<file path="src/rtl/timer_apb_pkg.sv">
// Shared definitions for the timer APB front-end.
// Holds register offsets, the pending-clear bit position, the access FSM
// state type and a lowest-set-bit helper.
// Optional feature macro used by the top: TMR_APB_PSLVERR_EN.
package timer_apb_pkg;

    localparam int unsigned DW = 16;

    // Per-timer register offsets (paddr[3:2])
    localparam logic [1:0] OFS_CON = 2'd0;
    localparam logic [1:0] OFS_PRD = 2'd1;
    localparam logic [1:0] OFS_CNT = 2'd2;
    localparam logic [1:0] OFS_RSV = 2'd3;

    // Global bank select (paddr[7:4]) and its register offsets
    localparam logic [3:0] OFS_GLB  = 4'hF;
    localparam logic [1:0] GOFS_STAT = 2'd0;
    localparam logic [1:0] GOFS_EN   = 2'd1;
    localparam logic [1:0] GOFS_CLR  = 2'd2;
    localparam logic [1:0] GOFS_ID   = 2'd3;

    // Pending-clear bit in each timer's control word
    localparam int unsigned PND_CLR_BIT  = 10;
    localparam logic [DW-1:0] PND_CLR_MASK = DW'(1) << PND_CLR_BIT;

    typedef enum logic [1:0] {
        ST_IDLE   = 2'd0,
        ST_ACCESS = 2'd1,
        ST_CLR    = 2'd2,
        ST_DONE   = 2'd3
    } apb_state_e;

    // One-hot of the lowest set bit (zero in, zero out)
    function automatic logic [15:0] lowest_set(input logic [15:0] v);
        return v & (~v + 16'd1);
    endfunction

endpackage

</file>
<file path="src/rtl/tmr_rr_arb.sv">
// Round-robin interrupt arbiter.
// Ports: clk_i/rst_ni (sync active-low), req_i (masked pending lines),
// irq_o (registered OR of requests), grant_o (index of the held grant).
// A grant is held while its line stays high; when it drops the search
// pointer moves past it and a new search runs on the following cycle.
module tmr_rr_arb #(
    parameter int unsigned N = 4
) (
    input  logic         clk_i,
    input  logic         rst_ni,
    input  logic [N-1:0] req_i,
    output logic         irq_o,
    output logic [3:0]   grant_o
);

    logic       vld_q, vld_d;
    logic [3:0] grant_q, grant_d;
    logic [3:0] ptr_q, ptr_d;
    logic       irq_q;

    logic       pick_vld_c;
    logic [3:0] pick_c;
    logic       held_c;
    logic [3:0] next_c;

    // Search from ptr upward first, then wrap to the low indices
    always_comb begin
        pick_vld_c = 1'b0;
        pick_c     = ptr_q;
        for (int j = 0; j < N; j++) begin
            if (!pick_vld_c && req_i[j] && (4'(j) >= ptr_q)) begin
                pick_vld_c = 1'b1;
                pick_c     = 4'(j);
            end
        end
        for (int j = 0; j < N; j++) begin
            if (!pick_vld_c && req_i[j]) begin
                pick_vld_c = 1'b1;
                pick_c     = 4'(j);
            end
        end
    end

    // Is the granted line still requesting; where the pointer goes on release
    always_comb begin
        held_c = 1'b0;
        for (int j = 0; j < N; j++) begin
            if (grant_q == 4'(j)) begin
                held_c = req_i[j];
            end
        end
        next_c = ((32'(grant_q) + 32'd1) >= N) ? 4'd0 : (grant_q + 4'd1);
    end

    always_comb begin
        vld_d   = vld_q;
        grant_d = grant_q;
        ptr_d   = ptr_q;
        if (vld_q) begin
            if (!held_c) begin
                vld_d = 1'b0;
                ptr_d = next_c;
            end
        end else if (pick_vld_c) begin
            vld_d   = 1'b1;
            grant_d = pick_c;
        end
    end

    always_ff @(posedge clk_i) begin
        if (!rst_ni) begin
            vld_q   <= 1'b0;
            grant_q <= 4'd0;
            ptr_q   <= 4'd0;
            irq_q   <= 1'b0;
        end else begin
            vld_q   <= vld_d;
            grant_q <= grant_d;
            ptr_q   <= ptr_d;
            irq_q   <= |req_i;
        end
    end

    assign irq_o   = irq_q;
    assign grant_o = grant_q;

endmodule

</file>
<file path="src/rtl/timer_apb_ctrl.sv">
// APB register front-end and interrupt scheduler for NTMR 16-bit timers.
// Ports: sys_clk/sys_rstn (sync active-low); APB slave psel/penable/pwrite/
// paddr/pwdata/prdata/pready; per-timer write strobes tmr_con_wr/tmr_prd_wr/
// tmr_cnt_wr with shared icb_wdat; timer readback tmr_con/tmr_prd/tmr_cnt;
// pending lines tmr_int; combined irq with granted index irq_id.
// Macro TMR_APB_PSLVERR_EN adds pslverr, flagged with pready on reserved
// offsets, absent timers and writes to read-only global registers.
module timer_apb_ctrl
    import timer_apb_pkg::*;
#(
    parameter int unsigned NTMR = 4,
    parameter int unsigned AW   = 8
) (
    input  logic                 sys_clk,
    input  logic                 sys_rstn,
    input  logic                 psel,
    input  logic                 penable,
    input  logic                 pwrite,
    input  logic [AW-1:0]        paddr,
    input  logic [15:0]          pwdata,
    output logic [15:0]          prdata,
    output logic                 pready,
`ifdef TMR_APB_PSLVERR_EN
    output logic                 pslverr,
`endif
    output logic [NTMR-1:0]      tmr_con_wr,
    output logic [NTMR-1:0]      tmr_prd_wr,
    output logic [NTMR-1:0]      tmr_cnt_wr,
    output logic [15:0]          icb_wdat,
    input  logic [16*NTMR-1:0]   tmr_con,
    input  logic [16*NTMR-1:0]   tmr_prd,
    input  logic [16*NTMR-1:0]   tmr_cnt,
    input  logic [NTMR-1:0]      tmr_int,
    output logic                 irq,
    output logic [3:0]           irq_id
);

    apb_state_e      state_q, state_d;
    logic [NTMR-1:0] con_wr_q, con_wr_d;
    logic [NTMR-1:0] prd_wr_q, prd_wr_d;
    logic [NTMR-1:0] cnt_wr_q, cnt_wr_d;
    logic [15:0]     wdat_q, wdat_d;
    logic [15:0]     prdata_q, prdata_d;
    logic            pready_q;
    logic            err_q, err_d;
    logic            pslverr_q;
    logic [NTMR-1:0] irq_en_q, irq_en_d;
    logic [NTMR-1:0] clr_pend_q, clr_pend_d;

    logic [3:0]      bank_c;
    logic [1:0]      ofs_c;
    logic            is_glb_c;
    logic            tmr_ok_c;
    logic [NTMR-1:0] sel_c;
    logic [NTMR-1:0] irq_stat_c;
    logic [15:0]     con_rd_c, prd_rd_c, cnt_rd_c;
    logic [NTMR-1:0] clr_src_c, clr_oh_c, clr_rest_c;
    logic [15:0]     clr_oh16_c;
    logic [15:0]     clr_wdat_c;

    assign bank_c     = paddr[7:4];
    assign ofs_c      = paddr[3:2];
    assign is_glb_c   = (bank_c == OFS_GLB);
    assign tmr_ok_c   = |sel_c;
    assign irq_stat_c = tmr_int & irq_en_q;

    // The first clear is issued straight from pwdata in ACCESS, later ones from clr_pend
    assign clr_src_c  = (state_q == ST_ACCESS) ? pwdata[NTMR-1:0] : clr_pend_q;
    assign clr_oh16_c = lowest_set(16'(clr_src_c));
    assign clr_oh_c   = clr_oh16_c[NTMR-1:0];
    assign clr_rest_c = clr_src_c & ~clr_oh_c;

    // Bank decode and readback/clear-data muxes
    always_comb begin
        sel_c      = '0;
        con_rd_c   = '0;
        prd_rd_c   = '0;
        cnt_rd_c   = '0;
        clr_wdat_c = '0;
        for (int i = 0; i < NTMR; i++) begin
            if (bank_c == 4'(i)) begin
                sel_c[i] = 1'b1;
                con_rd_c = tmr_con[16*i +: 16];
                prd_rd_c = tmr_prd[16*i +: 16];
                cnt_rd_c = tmr_cnt[16*i +: 16];
            end
            if (clr_oh_c[i]) begin
                clr_wdat_c = tmr_con[16*i +: 16] | PND_CLR_MASK;
            end
        end
    end

    // Access FSM: next state and next register values
    always_comb begin
        state_d    = state_q;
        con_wr_d   = '0;
        prd_wr_d   = '0;
        cnt_wr_d   = '0;
        wdat_d     = wdat_q;
        prdata_d   = prdata_q;
        err_d      = err_q;
        irq_en_d   = irq_en_q;
        clr_pend_d = clr_pend_q;
        unique case (state_q)
            ST_IDLE: begin
                if (psel && !penable) begin
                    state_d = ST_ACCESS;
                end
            end
            ST_ACCESS: begin
                state_d = ST_DONE;
                err_d   = 1'b0;
                if (is_glb_c) begin
                    case (ofs_c)
                        GOFS_STAT: begin
                            if (pwrite) err_d = 1'b1;
                            else        prdata_d = 16'(irq_stat_c);
                        end
                        GOFS_EN: begin
                            if (pwrite) irq_en_d = pwdata[NTMR-1:0];
                            else        prdata_d = 16'(irq_en_q);
                        end
                        GOFS_CLR: begin
                            if (pwrite) begin
                                if (|clr_src_c) begin
                                    con_wr_d   = clr_oh_c;
                                    wdat_d     = clr_wdat_c;
                                    clr_pend_d = clr_rest_c;
                                    state_d    = (|clr_rest_c) ? ST_CLR : ST_DONE;
                                end
                            end else begin
                                prdata_d = '0;
                            end
                        end
                        default: begin
                            if (pwrite) err_d = 1'b1;
                            else        prdata_d = {irq, 11'd0, irq_id};
                        end
                    endcase
                end else if (tmr_ok_c) begin
                    case (ofs_c)
                        OFS_CON: begin
                            if (pwrite) begin
                                con_wr_d = sel_c;
                                wdat_d   = pwdata;
                            end else begin
                                prdata_d = con_rd_c;
                            end
                        end
                        OFS_PRD: begin
                            if (pwrite) begin
                                prd_wr_d = sel_c;
                                wdat_d   = pwdata;
                            end else begin
                                prdata_d = prd_rd_c;
                            end
                        end
                        OFS_CNT: begin
                            if (pwrite) begin
                                cnt_wr_d = sel_c;
                                wdat_d   = pwdata;
                            end else begin
                                prdata_d = cnt_rd_c;
                            end
                        end
                        default: begin
                            err_d = 1'b1;
                            if (!pwrite) prdata_d = '0;
                        end
                    endcase
                end else begin
                    err_d = 1'b1;
                    if (!pwrite) prdata_d = '0;
                end
            end
            ST_CLR: begin
                con_wr_d   = clr_oh_c;
                wdat_d     = clr_wdat_c;
                clr_pend_d = clr_rest_c;
                if (clr_rest_c == '0) begin
                    state_d = ST_DONE;
                end
            end
            ST_DONE: begin
                state_d = ST_IDLE;
            end
        endcase
    end

    always_ff @(posedge sys_clk) begin
        if (!sys_rstn) begin
            state_q    <= ST_IDLE;
            con_wr_q   <= '0;
            prd_wr_q   <= '0;
            cnt_wr_q   <= '0;
            wdat_q     <= '0;
            prdata_q   <= '0;
            pready_q   <= 1'b0;
            err_q      <= 1'b0;
            pslverr_q  <= 1'b0;
            irq_en_q   <= '0;
            clr_pend_q <= '0;
        end else begin
            state_q    <= state_d;
            con_wr_q   <= con_wr_d;
            prd_wr_q   <= prd_wr_d;
            cnt_wr_q   <= cnt_wr_d;
            wdat_q     <= wdat_d;
            prdata_q   <= prdata_d;
            pready_q   <= (state_q == ST_DONE);
            err_q      <= err_d;
            pslverr_q  <= (state_q == ST_DONE) && err_q;
            irq_en_q   <= irq_en_d;
            clr_pend_q <= clr_pend_d;
        end
    end

    tmr_rr_arb #(
        .N(NTMR)
    ) u_arb (
        .clk_i  (sys_clk),
        .rst_ni (sys_rstn),
        .req_i  (irq_stat_c),
        .irq_o  (irq),
        .grant_o(irq_id)
    );

    assign tmr_con_wr = con_wr_q;
    assign tmr_prd_wr = prd_wr_q;
    assign tmr_cnt_wr = cnt_wr_q;
    assign icb_wdat   = wdat_q;
    assign prdata     = prdata_q;
    assign pready     = pready_q;

`ifdef TMR_APB_PSLVERR_EN
    assign pslverr = pslverr_q;
`else
    logic unused_err;
    assign unused_err = pslverr_q;
`endif

    logic unused_bits;
    assign unused_bits = ^{paddr[1:0], clr_oh16_c[15:NTMR]};

endmodule

</file>
<file path="config.mk">
export PLATFORM = sky130hd
export DESIGN_NAME = timer_apb_ctrl
export DESIGN_NICKNAME = d
export VERILOG_FILES = /design/src/rtl/timer_apb_pkg.sv /design/src/rtl/tmr_rr_arb.sv /design/src/rtl/timer_apb_ctrl.sv
export SDC_FILE = /design/constraint.sdc
export NUM_CORES = 1
export LEC_CHECK = 0
export ABC_AREA = 1
export ABC_CLOCK_PERIOD_IN_PS = 3800
export BUFFER_PORTS_ARGS = -buffer_cell sky130_fd_sc_hd__clkbuf_2
export CAP_MARGIN = 30
export CORE_UTILIZATION = 50
export DETAILED_ROUTE_END_ITERATION = 10
export GPL_TIMING_DRIVEN = 0
export MAX_ROUTING_LAYER = met4
export PLACE_DENSITY = 0.91
export SKIP_LAST_GASP = 1
export SLEW_MARGIN = 20
export SYNTH_ARGS = -nofsm -noshare
export SYNTH_HDL_FRONTEND = slang
export SYNTH_SLANG_ARGS = --single-unit
</file>
<file path="constraint.sdc">
create_clock -name sys_clk -period 3.8 [get_ports sys_clk]
set_input_delay 1.14 -clock sys_clk [delete_from_list [all_inputs] [get_ports sys_clk]]
set_output_delay 1.14 -clock sys_clk [all_outputs]
set_load 0.1 [all_outputs]
</file>
[Yosys cells after proc, flatten, opt, wreduce, memory -nomap -nowiden]
Index checks and enable logic that the tools add are counted.
Storage, ports and cells
  memories: 0
  input port bits: 225
  memory bits (writable): 0
  flip-flop bits (word level): 65
  latch bits: 0
  bits in read-only memories: 0
  output and inout port bits: 50
  word-level logic and storage cells: 188
Operators by class
  eq/ne operators: 30
  $lt $le $gt $ge: 5
  $add $sub $neg: 3
  muxes and demuxes: 85
  multipliers: 0
  reductions and logical operators: 40
  div/mod/pow operators: 0
  bitwise gates (word level): 12
  shift operators: 0
Operators by type and width (number)
  $mux W16: 32
  $pmux W16 S3: 2
  $mux W4: 21
  $ge A32 B3 Y1 const B: 1
  $pmux W16 S2: 1
  $mux W1: 24
  $ne A3 B3 Y1 const B: 8
  $eq A4 B2 Y1 const B: 4
  $pmux W4 S2: 2
  $reduce_or A4 Y1: 4
  $reduce_and A7 Y1: 2
  $and A4 B4 Y4: 3
  $logic_and A1 B1 Y1: 12
  $logic_not A4 Y1: 3
  $reduce_or A5 Y1: 2
  $ne A3 B2 Y1 const B: 3
  $add A4 B1 Y4 const B: 2
  $eq A4 B1 Y1 const B: 2
  $ge A1 B4 Y1 const A: 2
  $ge A2 B4 Y1 const A: 2
  $logic_not A1 Y1: 8
  $ne A2 B2 Y1 const B: 4
  $not A4 Y4: 2
  $pmux W2 S4: 1
  14 further kinds: 28

[Depth between registers and ports, before layout]
Gate-level depths: netlist (run 1).
  depth in word-level cells: 29
  depth in mapped cells: 15
  depth with buffers taken out: 14

[Cells and area by module]
Synthesis (run 1) repeated with hierarchy kept, for this count alone.
Unflattened totals
  cell total of the unflattened synthesis: 1065
  area, all modules: 5905.7 um^2
By module, submodules not included
  timer_apb_ctrl: instances 1, cells an instance 966, area an instance 5267.6 um^2, seq. area each 1081.0 um^2
  tmr_rr_arb: instances 1, cells an instance 99, area an instance 638.1 um^2, seq. area each 200.2 um^2

[Worst setup path before layout (run 1)]
No wires, ideal clock.
  path type: input -> register
  from: in paddr[2]
  to: reg wdat_q[15] (netlist: icb_wdat[15])
  stages on the path: 13
  arrival time: 2214 ps
  data required time: 3681 ps
  path buffers: 1
  setup time: 119 ps
  slack: 1466 ps
  cell sequence: inv_2 > nand2_2 > inv_2 > nand2_1 > nor2_1 > nand2_1 > nand2_2 > nand2_2 > nand2_4 > inv_2 > buf_6 > nor2_1 > nor2_1
Between the ends
  longest elaborated chain between the ends: 4
  elaborated cells on any way between the ends: 7
  those cells by class: eq/ne: 4; reduce/logical: 3
RTL lines
  start, declared: RTL line timer_apb_ctrl.sv:19  | input logic [AW-1:0] paddr,
  $eq A2 B2 Y1, or another cell as far along: RTL line timer_apb_ctrl.sv:114, timer_apb_ctrl.sv:141
  $reduce_or A3 Y1 (no source line)
  $ne A3 B3 Y1 (no source line)
  $reduce_and A7 Y1 (no source line) (*)
  end signal, assigned: RTL line timer_apb_ctrl.sv:208  | wdat_q <= wdat_d;
  end, declared: RTL line timer_apb_ctrl.sv:42  | logic [15:0] wdat_q, wdat_d;
Mark *: on every way between the ends. The rest lies on a longest branch, timed or not.
A chain may end at the register's enable or synchronous reset.

[Worst setup path in the final report (run 1)]
  from: in paddr[4]
  to: reg prdata_q[10] (netlist: prdata[10])
Between the ends
  longest elaborated chain between the ends: 9
  elaborated cells on any way between the ends: 35
  those cells by class: eq/ne: 10; mux: 22; reduce/logical: 3
RTL lines
  $logic_not A4 Y1: RTL line timer_apb_ctrl.sv:81  | if (bank_c == 4'(i)) begin
  $mux W16 (4 in a row): RTL line timer_apb_ctrl.sv:81
  $mux W16, on equally long branches: RTL line timer_apb_ctrl.sv:159, timer_apb_ctrl.sv:143, timer_apb_ctrl.sv:151
  $pmux W16 S3: RTL line timer_apb_ctrl.sv:141  | case (ofs_c)
  $mux W16: RTL line timer_apb_ctrl.sv:140  | end else if (tmr_ok_c) begin
  $mux W16: RTL line timer_apb_ctrl.sv:113  | if (is_glb_c) begin
  end signal, assigned: RTL line timer_apb_ctrl.sv:209  | prdata_q <= prdata_d;
  end, declared: RTL line timer_apb_ctrl.sv:43  | logic [15:0] prdata_q, prdata_d;
Parallel ways exist; a longest one is shown, timed or not. The select of a mux whose other input is x is not followed.

==> results of run 1 <==
through the flow:
step	power [mW]	instance area (um^2)
final	3.852	7206
after global routing	4.063	7206
after CTS	3.782	7206
after detailed placement	3.264	7043
after global placement	3.228	7043
after floorplan	2.694	5512
flip-flops by register name (all words and copies together) (netlist names):
register,cells
tmr_cnt_wr,4
prdata,16
icb_wdat,16
clr_pend_q,3
state_q,2
u_arb.ptr_q,4
u_arb.irq_o,1
u_arb.grant_o,4
pready,1
irq_en_q,4
u_arb.vld_q,1
tmr_prd_wr,4
tmr_con_wr,4
kinds of logic after synthesis:
family | synth area share
adders and majority gates | 0.02043
AOI/OAI and AO/OA | 0.1419
buffers and inverters | 0.08990
DFF | 0.2325
and+or+nand+nor | 0.5153
cell type report:
cell class / instances / area share
plain buffers: 48 / 0.03160
clock buffers: 10 / 0.01771
clock inverters: 5 / 0.004862
inverters: 71 / 0.03716
multi-input cells: 831 / 0.5183
flip-flops and latches: 64 / 0.1778
well taps: 136 / 0.02362
repair buffers: 272 / 0.1889
worst max-delay path: stages:
cell and delay, ns:
clkbuf_2 0.15, nand2_2 0.12, clkinv_2 0.18, nand2_1 0.31, clkbuf_1 0.57, nand4_1 0.18, nand2_1 0.09, nand3_1 0.15
nand2_1 0.10, a21oi_1 0.06
report_power, final:
part	switching [mW]	internal (mW)	total [mW]	leakage (nW)
clock network	0.306	0.234	0.540	0.0821
logic	1.84	0.593	2.43	3.15
registers	0.0798	0.804	0.884	0.521
metal layers:
layer | wire [um] | track usage | vias to the layer above | part of all wire
met5 | 0 | - | - | 0
met2 | 11750 | 0.7401 | 674 | 0.44
li1 | - | - | 3865 | -
met3 | 3818 | 0.1143 | 130 | 0.14
met1 | 9526 | 0.5834 | 3625 | 0.36
met4 | 1349 | 0.2250 | 0 | 0.051
final timing paths:
kind,from,endpoint,slack [ns],depth (start not counted)
max,paddr[4],prdata[10],0.95,10
min reg2reg,u_arb.ptr_q[2],u_arb.ptr_q[2],0.43,2
min,u_arb.ptr_q[2],u_arb.ptr_q[2],0.43,2
max reg2reg,state_q[1],icb_wdat[12],1.50,14
cells in the final DEF (no fill, tap or decap), drive strengths merged, types with 5 or more instances in the layout:
cell type,Yosys,routed
o211ai,5,5
nor2,205,205
clkbuf,20,302
nand3b,11,11
clkinv,1,5
dfxtp,64,64
o21ai,79,79
inv,70,70
nand4,13,13
buf,28,28
a21oi,47,47
nor3,10,10
ha,9,9
nand2,310,310
nand3,122,122
==> results.txt, run 1 <==
Outcome -> complete, no violations
Global placement routability congestion -> 1.048
Post-Synthesis Net Count -> 1,248
Layout Nets -> 1,531
Class of the tightest hold or removal check -> flip-flop to flip-flop
Maximum clock frequency -> 351.5 MHz
Core utilization of the finished layout -> 0.6857
Clock sink count -> 64
Number of fillers in the final layout -> 1,017
Cell type contributing the most total cell area after synthesis -> dfxtp_1
Via count -> 8,294
Peak fanout along the critical path -> 10
Fraction of post-synthesis cell area in the top cell type by area -> 0.2325
Maximum count of clock buffers along a single path -> 2
MaxCap Viol Count -> 0
Number of global-route vias before repair -> 7,663
Worst EP required -> 4.01 ns
Die boundary height -> 107.0 um
Register cell area after layout -> 1281 um^2
Number of library cell types mapped by synthesis -> 35
Post-route minimum period -> 2.845 ns
Area of combinational cells with multiple inputs -> 3735 um^2
Clock Root Buffer -> clkbuf_8
Average instance area after synthesis -> 5.435 um^2
Maximum number of pins on one net before global-route repair -> 12
Largest voltage drop on the vdd net -> 1032 uV
Yosys warning total -> 0
Row cnt -> 37
Pwr Density -> 534.6 nW/um^2
Area of the mapped netlist -> 5512 um^2
Clock-pin slew of the registers on the worst-case setup and hold paths -> 0.08 ns
Router iterations before antenna repair -> 6
Layout overhead on the synthesized area -> 30.74%
PnR worst setup slack -> 0.9549 ns
Final setup vio count -> 0
Count of hold buffers inserted by post-cts repair -> 0
Final TNS setup -> 0 ns
Instance count of the mapped netlist -> 1,014
Antenna diode count -> 0
Global route total overflow -> 0
Crit. End Element -> flip-flop
Total half-perimeter wirelength after legalization and detailed placement -> 21.17 mm
RSZ-0062 raised after global routing -> false
Effective utilization at floorplan -> 0.5245
Number of DRC markers in iteration 0 -> 1,097
Core Region -> 10,510 um^2
Share of async-settable or async-resettable flops after synthesis -> 0
Clock insertion delay at the later pin of the skew report -> 0.35 ns
Number of H-tree levels -> 3
Cell types with the largest area share after synthesis -> dfxtp_1 (23%), nand2_1 (21%), nor2_1 (14%)
Clock Skews -> 0.01286 ns
Number of enable flip-flop cells after synthesis -> 0
Worst Tran Pin Value -> 0.8198 ns
Dpl ws -> 0.6914 ns
CTS tree -> yes
Post-Route Hold Slack -> 0.4307 ns
Worst Setup Start Kind -> input port
Die Outline Area -> 11,450 um^2
Predominant post-synthesis flop cell -> dfxtp_1
Number of hold violations in the final report -> 0
CTS buffer count -> 9
Post-cts resize count -> 0
Top cells by instance count after synthesis -> nand2_1 (305), nor2_1 (200), nand3_1 (122), o21ai_0 (65), dfxtp_1 (64)
Portion of the post-synthesis area used by sequential elements -> 0.2325
Arrival time of the worst setup path -> 3.06 ns
Post-route fraction of the period consumed by the critical path -> 0.7487
Top-count cell post-synth -> nand2_1
Via density per instance -> 5.772
Type of the worst setup path -> input port to flip-flop
Slew Limit Fails -> 0
Standby leakage power -> 3.749 nW
Yosys reg bits -> 64
First-pass GRT wire length -> 39.96 mm
Antenna violations before repair -> 0
Setup repair bufs after CTS -> 0
Number of primary I/O pins -> 275
Overall Global Routing Usage -> 0.4773
Fraction of final layout cells sized beyond drive strength 1 -> 0.2629
Number of non-filler instances in the completed layout -> 1,437
Number of port buffers -> 272
Remaining antenna violation count after routing -> 0
Die Wd -> 107.0 um
Total DRC errors in the routed layout -> 0
Max-Slew Margin vs Limit -> 0.4515
Cell Count Post-Placement -> 1,422
Mean routed wirelength per cell -> 18.40 um
Sum of routed wire length over all layers -> 26.44 mm
(Power assumes the default switching activity.)
==> run 2, diff against run 1 <==
--- a/config.mk
+++ b/config.mk
@@ -6,14 +6,15 @@
 export NUM_CORES = 1
 export LEC_CHECK = 0
 export ABC_AREA = 1
-export ABC_CLOCK_PERIOD_IN_PS = 3800
+export ABC_CLOCK_PERIOD_IN_PS = 2950
 export BUFFER_PORTS_ARGS = -buffer_cell sky130_fd_sc_hd__clkbuf_2
 export CAP_MARGIN = 30
-export CORE_UTILIZATION = 50
+export CORE_ASPECT_RATIO = 1.4
+export CORE_UTILIZATION = 47
 export DETAILED_ROUTE_END_ITERATION = 10
 export GPL_TIMING_DRIVEN = 0
 export MAX_ROUTING_LAYER = met4
-export PLACE_DENSITY = 0.91
+export PLACE_DENSITY = 0.87
 export SKIP_LAST_GASP = 1
 export SLEW_MARGIN = 20
 export SYNTH_ARGS = -nofsm -noshare
==> constraint.sdc (replaced) <==
create_clock -name sys_clk -period 2.95 [get_ports sys_clk]
set_input_delay 0.885 -clock sys_clk [delete_from_list [all_inputs] [get_ports sys_clk]]
set_output_delay 0.885 -clock sys_clk [all_outputs]
set_load 0.1 [all_outputs]
==> results.txt, run 2 (synthesis gave the netlist of run 1 again) <==
Post-route minimum period -> 2.585 ns
Post-route fraction of the period consumed by the critical path -> 0.8762
Clock-pin slew of the registers on the worst-case setup and hold paths -> 0.05 ns
Via density per instance -> 5.678
Setup repair bufs after CTS -> 0
Max-Slew Margin vs Limit -> 0.3821
First-pass GRT wire length -> 39.02 mm
Worst Tran Pin Value -> 0.9235 ns
Router iterations before antenna repair -> 6
Maximum count of clock buffers along a single path -> 2
Clock sink count -> 64
Area of combinational cells with multiple inputs -> 3735 um^2
Crit. End Element -> flip-flop
Number of port buffers -> 272
Die Wd -> 93.52 um
Cell-by-cell listing of the critical path -> clkbuf_2 > inv_2 > nor2_1 > buf_2 > o21ai_0 > a31oi_1 > o21ai_0 > a21oi_1
Final setup vio count -> 0
Effective utilization at floorplan -> 0.4836
Most frequent cells in the layout -> nand2_1 (305), clkbuf_2 (272), nor2_1 (200)
Length in cells of the worst reg-to-reg path -> 12
Total half-perimeter wirelength after legalization and detailed placement -> 20.30 mm
Class of the tightest hold or removal check -> flip-flop to flip-flop
Mean routed wirelength per cell -> 17.75 um
Peak fanout along the critical path -> 10
Die boundary height -> 130.1 um
Cell Count Post-Placement -> 1,430
Final design instance area without fill -> 7337 um^2
Worst setup path startpoint -> paddr[2]
Arrival time of the worst setup path -> 2.85 ns
Number of fillers in the final layout -> 1,165
Slowest cell on the critical path -> nor2_1
Sum of routed wire length over all layers -> 25.66 mm
Standby leakage power -> 3.808 nW
Global placement routability congestion -> 0.9833
Setup crit end -> prdata[5]
Total placed instance area -> 7053 um^2
FF-to-FF Start -> state_q[1]
Type of the worst setup path -> input port to flip-flop
Antenna violations before repair -> 0
Number of H-tree levels -> 3
Slack of the worst reg-to-reg path -> 0.67 ns
Post-cts resize count -> 0
Overall Global Routing Usage -> 0.4408
Layout Nets -> 1,531
Count of hold buffers inserted by post-cts repair -> 0
Worst EP required -> 3.22 ns
RSZ-0062 raised after global routing -> false
Critical Path Most Common Cell -> o21ai_0
Number of non-filler instances in the completed layout -> 1,446
Most common cell after layout, fill and taps aside -> nand2_1
Clock Root Buffer -> clkbuf_16
Register cell area after layout -> 1281 um^2
MaxCap Viol Count -> 0
Slew Limit Fails -> 0
CTS tree -> yes
Outcome -> complete, no violations
Maximum number of pins on one net before global-route repair -> 12
Fraction of final layout cells sized beyond drive strength 1 -> 0.2642
Number of hold violations in the final report -> 0
Terminus of the critical flop-to-flop path -> icb_wdat[13]
Number of global-route vias before repair -> 7,761
Clock Skews -> 0.01023 ns
Largest voltage drop on the vdd net -> 963.6 uV
Pwr Density -> 718.3 nW/um^2
Layout overhead on the synthesized area -> 33.12%
Critical path's largest stage delay -> 0.63 ns
Die Outline Area -> 12,170 um^2
Row cnt -> 46
Total DRC errors in the routed layout -> 0
Via count -> 8,211
Worst Setup Start Kind -> input port
Number of primary I/O pins -> 275
Maximum clock frequency -> 386.9 MHz
CTS buffer count -> 9
Cell count of the worst hold path -> 2
Global route total overflow -> 0
Final TNS setup -> 0 ns
Clock insertion delay at the later pin of the skew report -> 0.35 ns
Overall power -> 5.271 mW
Remaining antenna violation count after routing -> 0
Number of DRC markers in iteration 0 -> 768
Core Region -> 11,400 um^2
Antenna diode count -> 0
[run 2: cell count changes in the layout (fill, tap and decap cells not counted), sizes merged]
cell,previous run,this run
clkbuf,302,303
[run 2: metal layers]
layer  GRT usage  vias to the layer above  part of all wire
met2      0.7301                      582              0.47
met5           -                        -                 0
met1      0.4847                     3603              0.35
li1            -                     3858                 -
met4      0.2805                        0             0.072
met3     0.08217                      168              0.11
[run 2: metrics by stage]
stage / util / hold WS (ns) / worst slack [ns]
2_1_floorplan: - / 0.4083 / 0.7845
3_3_place_gp: 0.6189 / 0.4168 / 0.1472
3_5_place_dp: 0.6189 / 0.4280 / 0.09868
4_1_cts: 0.6438 / 0.4406 / 0.4437
5_1_grt: 0.6438 / 0.4587 / 0.3159
6_report: 0.6438 / 0.4394 / 0.3651
[run 2: cell type report]
type / count / share of cell area
repair buffers: 272 / 0.1855
clock buffers: 11 / 0.03445
well taps: 144 / 0.02456
inverters: 71 / 0.03649
clock inverters: 5 / 0.004263
plain buffers: 48 / 0.03104
flip-flops and latches: 64 / 0.1746
multi-input cells: 831 / 0.5090
[run 2: worst min path at each step]
| stage | from | endpoint | slack [ns] |
|---|---|---|---|
| 3_3_place_gp | u_arb.ptr_q[2] | u_arb.ptr_q[2] | 0.42 |
| 2_1_floorplan | u_arb.ptr_q[2] | u_arb.ptr_q[2] | 0.41 |
| 4_1_cts | u_arb.ptr_q[2] | u_arb.ptr_q[2] | 0.44 |
| 5_1_grt | u_arb.ptr_q[2] | u_arb.ptr_q[2] | 0.46 |
| 3_5_place_dp | u_arb.ptr_q[2] | u_arb.ptr_q[2] | 0.43 |
| 6_report | u_arb.ptr_q[2] | u_arb.ptr_q[2] | 0.44 |
[run 2: worst max-delay path: cells and delay by family]
family                 cells  cell delay, ns
and+or+nand+nor            1            0.63
AOI/OAI and AO/OA          4            0.71
buffers and inverters      3            0.62
[run 2: power breakdown]
group	internal [mW]	switching [mW]
clock	0.611	0.421
combinational	0.763	2.34
sequential	1.04	0.103
total	2.41	2.86
==> run 3, diff against run 2 <==
--- a/config.mk
+++ b/config.mk
@@ -6,15 +6,15 @@
 export NUM_CORES = 1
 export LEC_CHECK = 0
 export ABC_AREA = 1
-export ABC_CLOCK_PERIOD_IN_PS = 2950
+export ABC_CLOCK_PERIOD_IN_PS = 2300
 export BUFFER_PORTS_ARGS = -buffer_cell sky130_fd_sc_hd__clkbuf_2
 export CAP_MARGIN = 30
 export CORE_ASPECT_RATIO = 1.4
-export CORE_UTILIZATION = 47
+export CORE_UTILIZATION = 43
 export DETAILED_ROUTE_END_ITERATION = 10
 export GPL_TIMING_DRIVEN = 0
 export MAX_ROUTING_LAYER = met4
-export PLACE_DENSITY = 0.87
+export PLACE_DENSITY = 0.84
 export SKIP_LAST_GASP = 1
 export SLEW_MARGIN = 20
 export SYNTH_ARGS = -nofsm -noshare
==> constraint.sdc (replaced) <==
create_clock -name sys_clk -period 2.3 [get_ports sys_clk]
set_input_delay 0.69 -clock sys_clk [delete_from_list [all_inputs] [get_ports sys_clk]]
set_output_delay 0.69 -clock sys_clk [all_outputs]
set_load 0.1 [all_outputs]
==> results.txt, run 3 (synthesis gave the netlist of run 1 again) <==
Peak fanout along the critical path -> 10
CTS tree -> yes
Number of global-route vias before repair -> 7,587
Pwr Density -> 950.3 nW/um^2
Crit. End Element -> flip-flop
Layout Nets -> 1,534
RSZ-0062 raised after global routing -> true
Overall Global Routing Usage -> 0.3969
Via density per instance -> 5.621
Number of DRC markers in iteration 0 -> 733
Register share of total power -> 0.206
Core Region -> 12,430 um^2
MaxCap Viol Count -> 0
Overall power -> 7.083 mW
Arrival time of the worst setup path -> 2.52 ns
Die Outline Area -> 13,280 um^2
Total DRC errors in the routed layout -> 24
Max-Slew Margin vs Limit -> 0.5115
Clock sink count -> 64
Clock power share -> 0.216
Count of hold buffers inserted by post-cts repair -> 0
Number of primary I/O pins -> 275
Switching power as a share of total power -> 0.5256
Effective utilization at floorplan -> 0.4433
Post-Route Hold Slack -> 0.4265 ns
Clock insertion delay at the later pin of the skew report -> 0.34 ns
Via count -> 8,178
Maximum count of clock buffers along a single path -> 2
Slew Limit Fails -> 0
Standby leakage power -> 3.870 nW
Post-route minimum period -> 2.250 ns
Comb pwr share -> 0.578
Total half-perimeter wirelength after legalization and detailed placement -> 20.41 mm
Total placed instance area -> 7061 um^2
Largest voltage drop on the vdd net -> 915.4 uV
Worst EP required -> 2.57 ns
Type of the worst setup path -> input port to flip-flop
Violated checks -> DRC
Power spent charging and discharging nets -> 3.723 mW
Number of H-tree levels -> 3
Die boundary height -> 136.0 um
Global route total overflow -> 0
Number of port buffers -> 272
Antenna violations before repair -> 0
Clock-pin slew of the registers on the worst-case setup and hold paths -> 0.06 ns
CTS buffer count -> 9
Final design instance area without fill -> 7453 um^2
Worst Tran Pin Value -> 0.7328 ns
Outcome -> finished with violations
Internal power of the cells -> 3.360 mW
Global placement routability congestion -> 0.9782
Maximum number of pins on one net before global-route repair -> 12
Final setup vio count -> 0
First-pass GRT wire length -> 38.99 mm
Row cnt -> 48
Post-route fraction of the period consumed by the critical path -> 0.9782
Remaining antenna violation count after routing -> 0
Die Wd -> 97.69 um
Antenna diode count -> 0
Clock Root Buffer -> clkbuf_16
Router iterations before antenna repair -> 9
Most frequent cells in the layout -> nand2_1 (304), clkbuf_2 (277), nor2_1 (197)
Sum of routed wire length over all layers -> 26.17 mm
Clock Skews -> 0.005949 ns
Maximum clock frequency -> 444.5 MHz
Fraction of final layout cells sized beyond drive strength 1 -> 0.2743
Class of the tightest hold or removal check -> flip-flop to flip-flop
Worst Setup Start Kind -> input port
Most common cell after layout, fill and taps aside -> nand2_1
Mean routed wirelength per cell -> 17.99 um
Layout overhead on the synthesized area -> 35.23%
Number of hold violations in the final report -> 0
run 3: through the flow:
stage	setup WS [ns]	cells	TNS [ns]	utilization
5_1_grt	-0.1089	1455	-0.5123	0.5995
6_report	0.05010	1455	0	0.5995
2_1_floorplan	0.1345	1014	0	-
4_1_cts	0.002988	1452	0	0.5950
3_3_place_gp	-0.3818	1436	-7.266	0.5679
3_5_place_dp	-0.3601	1436	-7.925	0.5679
run 3: layout make-up:
type,instances,area (um^2)
Buffer,48,234.0
Clock buffer,11,252.7
Clock inverter,5,78.83
Fill cell,1320,4979
Inverter,71,267.8
Multi-Input combinational cell,831,3767
Sequential cell,64,1281
Tap cell,150,187.7
Timing Repair Buffer,275,1384
run 3: path summary, 6_finish.rpt:
path                                     start             end  slack, ns  depth (start not counted)
worst max-delay path                  paddr[7]       prdata[2]       0.05                          9
worst min register to register  u_arb.ptr_q[2]  u_arb.ptr_q[2]       0.43                          2
worst min-delay path            u_arb.ptr_q[2]  u_arb.ptr_q[2]       0.43                          2
worst max register to register      state_q[1]    icb_wdat[11]       0.09                         14
run 3: critical path, cell delays in order:
cell and delay, ns:
clkbuf_2 0.11, nor2_2 0.27, nand2_1 0.41, clkbuf_2 0.39, nand3_1 0.22, nand4_1 0.11, nand2_1 0.08, o21ai_0 0.09
a21oi_1 0.15
run 3: repair_timing:
action / in CTS / in global routing
buffers inserted: 0 / 3
endpoints found under the setup margin: 4 / 26
resized for setup: 3 / 14
pin swaps: 0 / 1
run 3: routing by layer:
| metal | share of wire | wire length (um) | global-route usage | vias to the layer above |
|---|---|---|---|---|
| met5 | 0 | 0 | - | - |
| met4 | 0.064 | 1683 | 0.2567 | 0 |
| met1 | 0.36 | 9301 | 0.4276 | 3638 |
| met2 | 0.49 | 12770 | 0.6840 | 541 |
| li1 | - | - | - | 3868 |
| met3 | 0.093 | 2423 | 0.05810 | 131 |
run 3: power groups by stage:
stage / Sequential, mW / Combinational [mW] / Clock (mW)
finish: 1.46 / 4.09 / 1.53
global route: 1.48 / 4.36 / 1.57
CTS: 1.46 / 3.95 / 1.52
detailed placement: 1.48 / 3.91 / 0
global placement: 1.47 / 3.88 / 0
floorplan: 2.70 / 1.75 / 0
